File: src/rtl/alu_operand_mux_rr.sv
// Registered N:1 operand selector (direct select or round-robin) feeding the ALU input stage.
// Latency: 1 cycle from input accept to out_valid; full throughput of 1 transfer per cycle.
// Backpressure: while out_valid && !out_ready the output holds and every in_ready is 0.
// Optional feature macro ALU_MUX_SEL_ERR_EN adds a sticky sel_err output for out-of-range sel.
module alu_operand_mux_rr #(
  parameter int  WIDTH  = 8,
  parameter int  NUM_IN = 3,
  localparam int SEL_W  = (NUM_IN > 1) ? $clog2(NUM_IN) : 1
) (
  input  logic                    clk,
  input  logic                    rst_n,
  input  logic                    mode,
  input  logic [SEL_W-1:0]        sel,
  input  logic [NUM_IN-1:0]       in_valid,
  input  logic [NUM_IN*WIDTH-1:0] in_data,
  output logic [NUM_IN-1:0]       in_ready,
  output logic                    out_valid,
  output logic [WIDTH-1:0]        out_data,
  output logic [SEL_W-1:0]        out_ch,
  input  logic                    out_ready
`ifdef ALU_MUX_SEL_ERR_EN
  ,
  output logic                    sel_err
`endif
);

  logic [SEL_W-1:0] rr_ptr;
  logic [SEL_W-1:0] g;
  logic             grant;
  logic             load_en;
  logic             xfer;
  logic [WIDTH-1:0] ch_dat [NUM_IN];

  // Split the flat input bus into per-channel words
  always_comb begin
    for (int i = 0; i < NUM_IN; i++) begin
      ch_dat[i] = in_data[i*WIDTH +: WIDTH];
    end
  end

  // The output register can take new data when empty or being drained this cycle
  assign load_en = !out_valid || out_ready;
  assign xfer    = grant && load_en;

  // Grant: direct index in mode 0, first valid channel at or after rr_ptr in mode 1
  always_comb begin
    int               idx;
    logic [SEL_W-1:0] cand;
    grant = 1'b0;
    g     = '0;
    idx   = 0;
    cand  = '0;
    if (!mode) begin
      if (int'(sel) < NUM_IN) begin
        if (in_valid[sel]) begin
          grant = 1'b1;
          g     = sel;
        end
      end
    end else begin
      for (int k = 0; k < NUM_IN; k++) begin
        idx = int'(rr_ptr) + k;
        if (idx >= NUM_IN) idx = idx - NUM_IN;
        cand = SEL_W'(idx);
        if (!grant && in_valid[cand]) begin
          grant = 1'b1;
          g     = cand;
        end
      end
    end
  end

  // One-hot accept to the granted channel; held off entirely while reset is asserted
  always_comb begin
    in_ready = '0;
    if (xfer && rst_n) in_ready[g] = 1'b1;
  end

  // Output register and round-robin pointer; pointer only advances on mode-1 transfers
  always_ff @(posedge clk or negedge rst_n) begin
    if (!rst_n) begin
      out_valid <= 1'b0;
      out_data  <= '0;
      out_ch    <= '0;
      rr_ptr    <= '0;
    end else begin
      if (xfer) begin
        out_valid <= 1'b1;
        out_data  <= ch_dat[g];
        out_ch    <= g;
        if (mode) begin
          rr_ptr <= (g == SEL_W'(NUM_IN - 1)) ? '0 : g + 1'b1;
        end
      end else if (out_ready) begin
        out_valid <= 1'b0;
      end
    end
  end

`ifdef ALU_MUX_SEL_ERR_EN
  // Sticky flag: an out-of-range direct select was presented while any input was valid
  always_ff @(posedge clk or negedge rst_n) begin
    if (!rst_n) begin
      sel_err <= 1'b0;
    end else if (!mode && (int'(sel) >= NUM_IN) && (|in_valid)) begin
      sel_err <= 1'b1;
    end
  end
`endif

endmodule

File: config.mk
export PLATFORM = sky130hd
export DESIGN_NAME = alu_operand_mux_rr
export DESIGN_NICKNAME = d
export VERILOG_FILES = /design/src/rtl/alu_operand_mux_rr.sv
export SDC_FILE = /design/constraint.sdc
export NUM_CORES = 1
export LEC_CHECK = 0
export ABC_AREA = 1
export BUFFER_PORTS_ARGS = -buffer_cell sky130_fd_sc_hd__clkbuf_2
export CORE_ASPECT_RATIO = 1.4
export CORE_MARGIN = 8
export CORE_UTILIZATION = 36
export DETAILED_ROUTE_END_ITERATION = 12
export PLACE_DENSITY = 0.61
export SLEW_MARGIN = 20
export SYNTH_ARGS = -nofsm -noshare
export SYNTH_HDL_FRONTEND = slang
export SYNTH_SLANG_ARGS = --single-unit
export TNS_END_PERCENT = 100
File: constraint.sdc
create_clock -name clk -period 3.1 [get_ports clk]
set_clock_uncertainty 0.1 [all_clocks]
set_input_delay 0.775 -clock clk [delete_from_list [all_inputs] [get_ports clk]]
set_output_delay 0.775 -clock clk [all_outputs]
set_load 0.05 [all_outputs]
==> flow_summary.json <==
{
  "cts_tree": "yes",
  "period_share_pct": 94.9,
  "critPathMaxStageDelay_ns": 0.39,
  "total_power_mw": 1.56,
  "rows": 23,
  "rrSetupSlack_ns": 0.95,
  "layout-drive-gt1-share_pct": 35.6,
  "crit_required_ns": 2.22,
  "gp_congestion": 0.887,
  "antenna_found_initial": 0,
  "synth_compound_area_share_pct": 4.82,
  "ys_seq_area_share_pct": 30.6,
  "peakVddDrop_v": 0.000631,
  "design.die.area_sq_um": 4970,
  "final_cell_mix": "nand2_1 (70), clkbuf_2 (43), nand3_1 (33), dfrtp_1 (12)",
  "synthCells": 169,
  "grt_usage_pct": 13.8,
  "worst_pin_slew_ns": 0.283,
  "ys_seq_elements": 13,
  "ant_nets": 0,
  "ctsHtreeMaxLevel": 1,
  "rr_startpoint": "rr_ptr[0]$_DFFE_PN0P_",
  "final_cells": 262,
  "start_util_pct": 37.3,
  "synth_xor_area_share_pct": 0,
  "synthToLayoutAreaGrowth_pct": 43.6,
  "cp_max_fo": 3,
  "final_common_cell": "nand2_1",
  "min_to": "out_data[0]$_DFFE_PN0P_",
  "wl_per_cell_um": 12.8,
  "worstSetupPathType": "flip-flop to output port",
  "cts_hold_buf": 0,
  "post-dp-hpwl_mm": 2.76,
  "firstDrtPassIters": 4,
  "synthMuxAreaShare_pct": 0,
  "insertion_delay_ns": 0.24,
  "clockPowerShare_pct": 9.6,
  "cp_slowest_cell": "dfrtp_1",
  "drt_iter0_drc": 33,
  "p_comb_share_pct": 70.8,
  "hold_path.class": "flip-flop to flip-flop",
  "grt_pass1_vias": 1241,
  "cp.arrival_ns": 2.07,
  "placed_cell_area_sq_um": 1390,
  "p_switching_mw": 0.856,
  "grt_max_degree": 14,
  "dpl_worst_slack_ns": 0.123,
  "finalInstanceArea_sq_um": 1530,
  "syn_nets": 206,
  "power_leakage_nw": 0.867,
  "pwr-share-seq_pct": 19.6,
  "synth.distinct_cells": 21,
  "fillCellCount": 277,
  "viasPerCell": 4.86,
  "rsz0062_at_grt": "no",
  "worst_slack_ns": 0.158,
  "wl_mm": 3.36,
  "placedCellCount": 253,
  "cp-end-kind": "output port",
  "cts_buffers": 3,
  "clock_sinks": 13,
  "relSlewSlack_pct": 81.2,
  "antenna_cells": 0,
  "reg2reg_depth": 14,
  "clock.fmax_mhz": 340,
  "startpoint_type": "flip-flop",
  "grt_pass1_wl_mm": 5.32,
  "vias": 1274,
  "ys_warn_count": 0,
  "r2r-end": "out_data[2]$_DFFE_PN0P_",
  "maxCapViolations": 0,
  "status": "finished clean",
  "path_cells": "buf_4 > ha_1 > o21ai_2 > nand2_1 > nand2_1 > inv_1 > nand2_1 > nand3_2 > inv_1 > nand2_2 > nor2_2 > buf_12",
  "min_from": "out_data[0]$_DFFE_PN0P_",
  "fin_crit_ns": 2.94,
  "power_density_nw_per_um2": 1020,
  "crit_top_cell": "nand2_1",
  "utilization_pct": 53.6,
  "port_buffers": 46,
  "sw_frac_of_total_pct": 54.9,
  "path_clk_slew_ns": 0.06,
  "slew_viol_final": 0,
  "hold_path_depth": 2,
  "internal_power_mw": 0.702,
  "fin_nets": 263,
  "io_pins": 47,
  "syn_area_per_cell_sq_um": 6.29,
  "synth_top_family_by_area": "simple AND/OR/NAND/NOR gates",
  "whs_ns": 0.383,
  "synth_fa_ha_area_share_pct": 4.71,
  "netlist_area_sq_um": 1060,
  "drc_errors": 0,
  "timing_hold_violations_final": 0,
  "core-area_sq_um": 2850,
  "synth_simple_gate_area_share_pct": 51.5,
  "grt-ovfl-total": 0,
  "tns_ns": 0,
  "die_height_um": 80.3,
  "setup_viol": 0,
  "clk_path_buf_depth": 2,
  "die_w_um": 61.9,
  "cts_root_buf": "clkbuf_8"
}
-- sequential cells by signal, indices dropped and copies added, names as in the netlist --
| name | flops |
|---|---|
| out_ch | 2 |
| rr_ptr | 2 |
| out_valid | 1 |
| out_data | 8 |
-- synthesized netlist by cell type --
master | instances | area [sq um]
o21ai_2 | 1 | 8.76
nand2_1 | 72 | 270
clkinv_4 | 1 | 8.76
nor3_1 | 1 | 5.00
nand4_1 | 2 | 12.5
nand2_2 | 4 | 25.0
buf_4 | 2 | 15.0
a21boi_1 | 1 | 7.51
nand2_4 | 1 | 11.3
inv_1 | 11 | 41.3
inv_2 | 2 | 7.51
buf_2 | 1 | 5.00
nand3_1 | 34 | 170
o21ai_0 | 5 | 25.0
nor2_1 | 9 | 33.8
o21ai_1 | 1 | 5.00
a21oi_1 | 1 | 5.00
dfrtp_1 | 13 | 325
buf_6 | 1 | 11.3
nand3_2 | 2 | 20.0
ha_1 | 4 | 50.1
-- routing by layer --
| layer | wire, um | global-route usage [%] | vias to the layer above |
|---|---|---|---|
| met5 | 0 | 0 | - |
| met3 | 137 | 3.35 | 4 |
| met4 | 23 | 2.75 | 0 |
| li1 | - | - | 660 |
| met2 | 1800 | 24.7 | 34 |
| met1 | 1400 | 15.6 | 576 |
-- how the worst max path moves through the flow --
stage                                from  slack [ns]          end  cells past startpoint
floorplan                     in_valid[2]       -0.05  in_ready[0]                     11
global placement              in_valid[1]        0.16  in_ready[2]                     12
detailed placement            in_valid[1]        0.12  in_ready[2]                     12
CTS                 rr_ptr[1]$_DFFE_PN0P_        0.01  in_ready[2]                     13
global route        rr_ptr[0]$_DFFE_PN0P_       0.005  in_ready[2]                     12
finish              rr_ptr[0]$_DFFE_PN0P_        0.16  in_ready[1]                     12
-- cell type report --
type | instances | area, sq um | share of cell area (%)
Inverter | 14 | 57.6 | 3.77
Tap cell | 37 | 46.3 | 3.03
Clock buffer | 4 | 45.0 | 2.95
Sequential cell | 13 | 327 | 21.4
Multi-Input combinational cell | 138 | 702 | 45.9
Timing Repair Buffer | 56 | 350 | 22.9
-- power groups by stage --
stage,Sequential [mW],Clock (mW),Combinational [mW]
2_1_floorplan,0.534,0,0.520
3_3_place_gp,0.303,0,0.995
3_5_place_dp,0.307,0,1.01
4_1_cts,0.303,0.150,1.03
5_1_grt,0.318,0.162,1.20
6_report,0.306,0.149,1.10
-- critical path, delay by kind of cell, from the launching register on --
kind | cells | cell delay, ns
and+or+nand+nor | 6 | 0.58
buffers and inverters | 4 | 0.42
DFF | 1 | 0.39
adders and majority gates | 1 | 0.24
AOI/OAI and AO/OA | 1 | 0.20
-- logic make-up (layout without fill, tap and decap cells) --
family                     Yosys count  count (layout)
DFF                                 13              13
buffers and inverters               18              74
adders and majority gates            4               4
AOI/OAI and AO/OA                    9               9
and+or+nand+nor                    125             125
-- what timing repair did --
action,4_1_cts,5_1_grt
endpoints found under the setup margin,2,3
gates resized for setup,2,12
hold endpoints to repair,0,0
pin swaps,0,2
setup buffers,1,4
(Power assumes the default switching activity.)
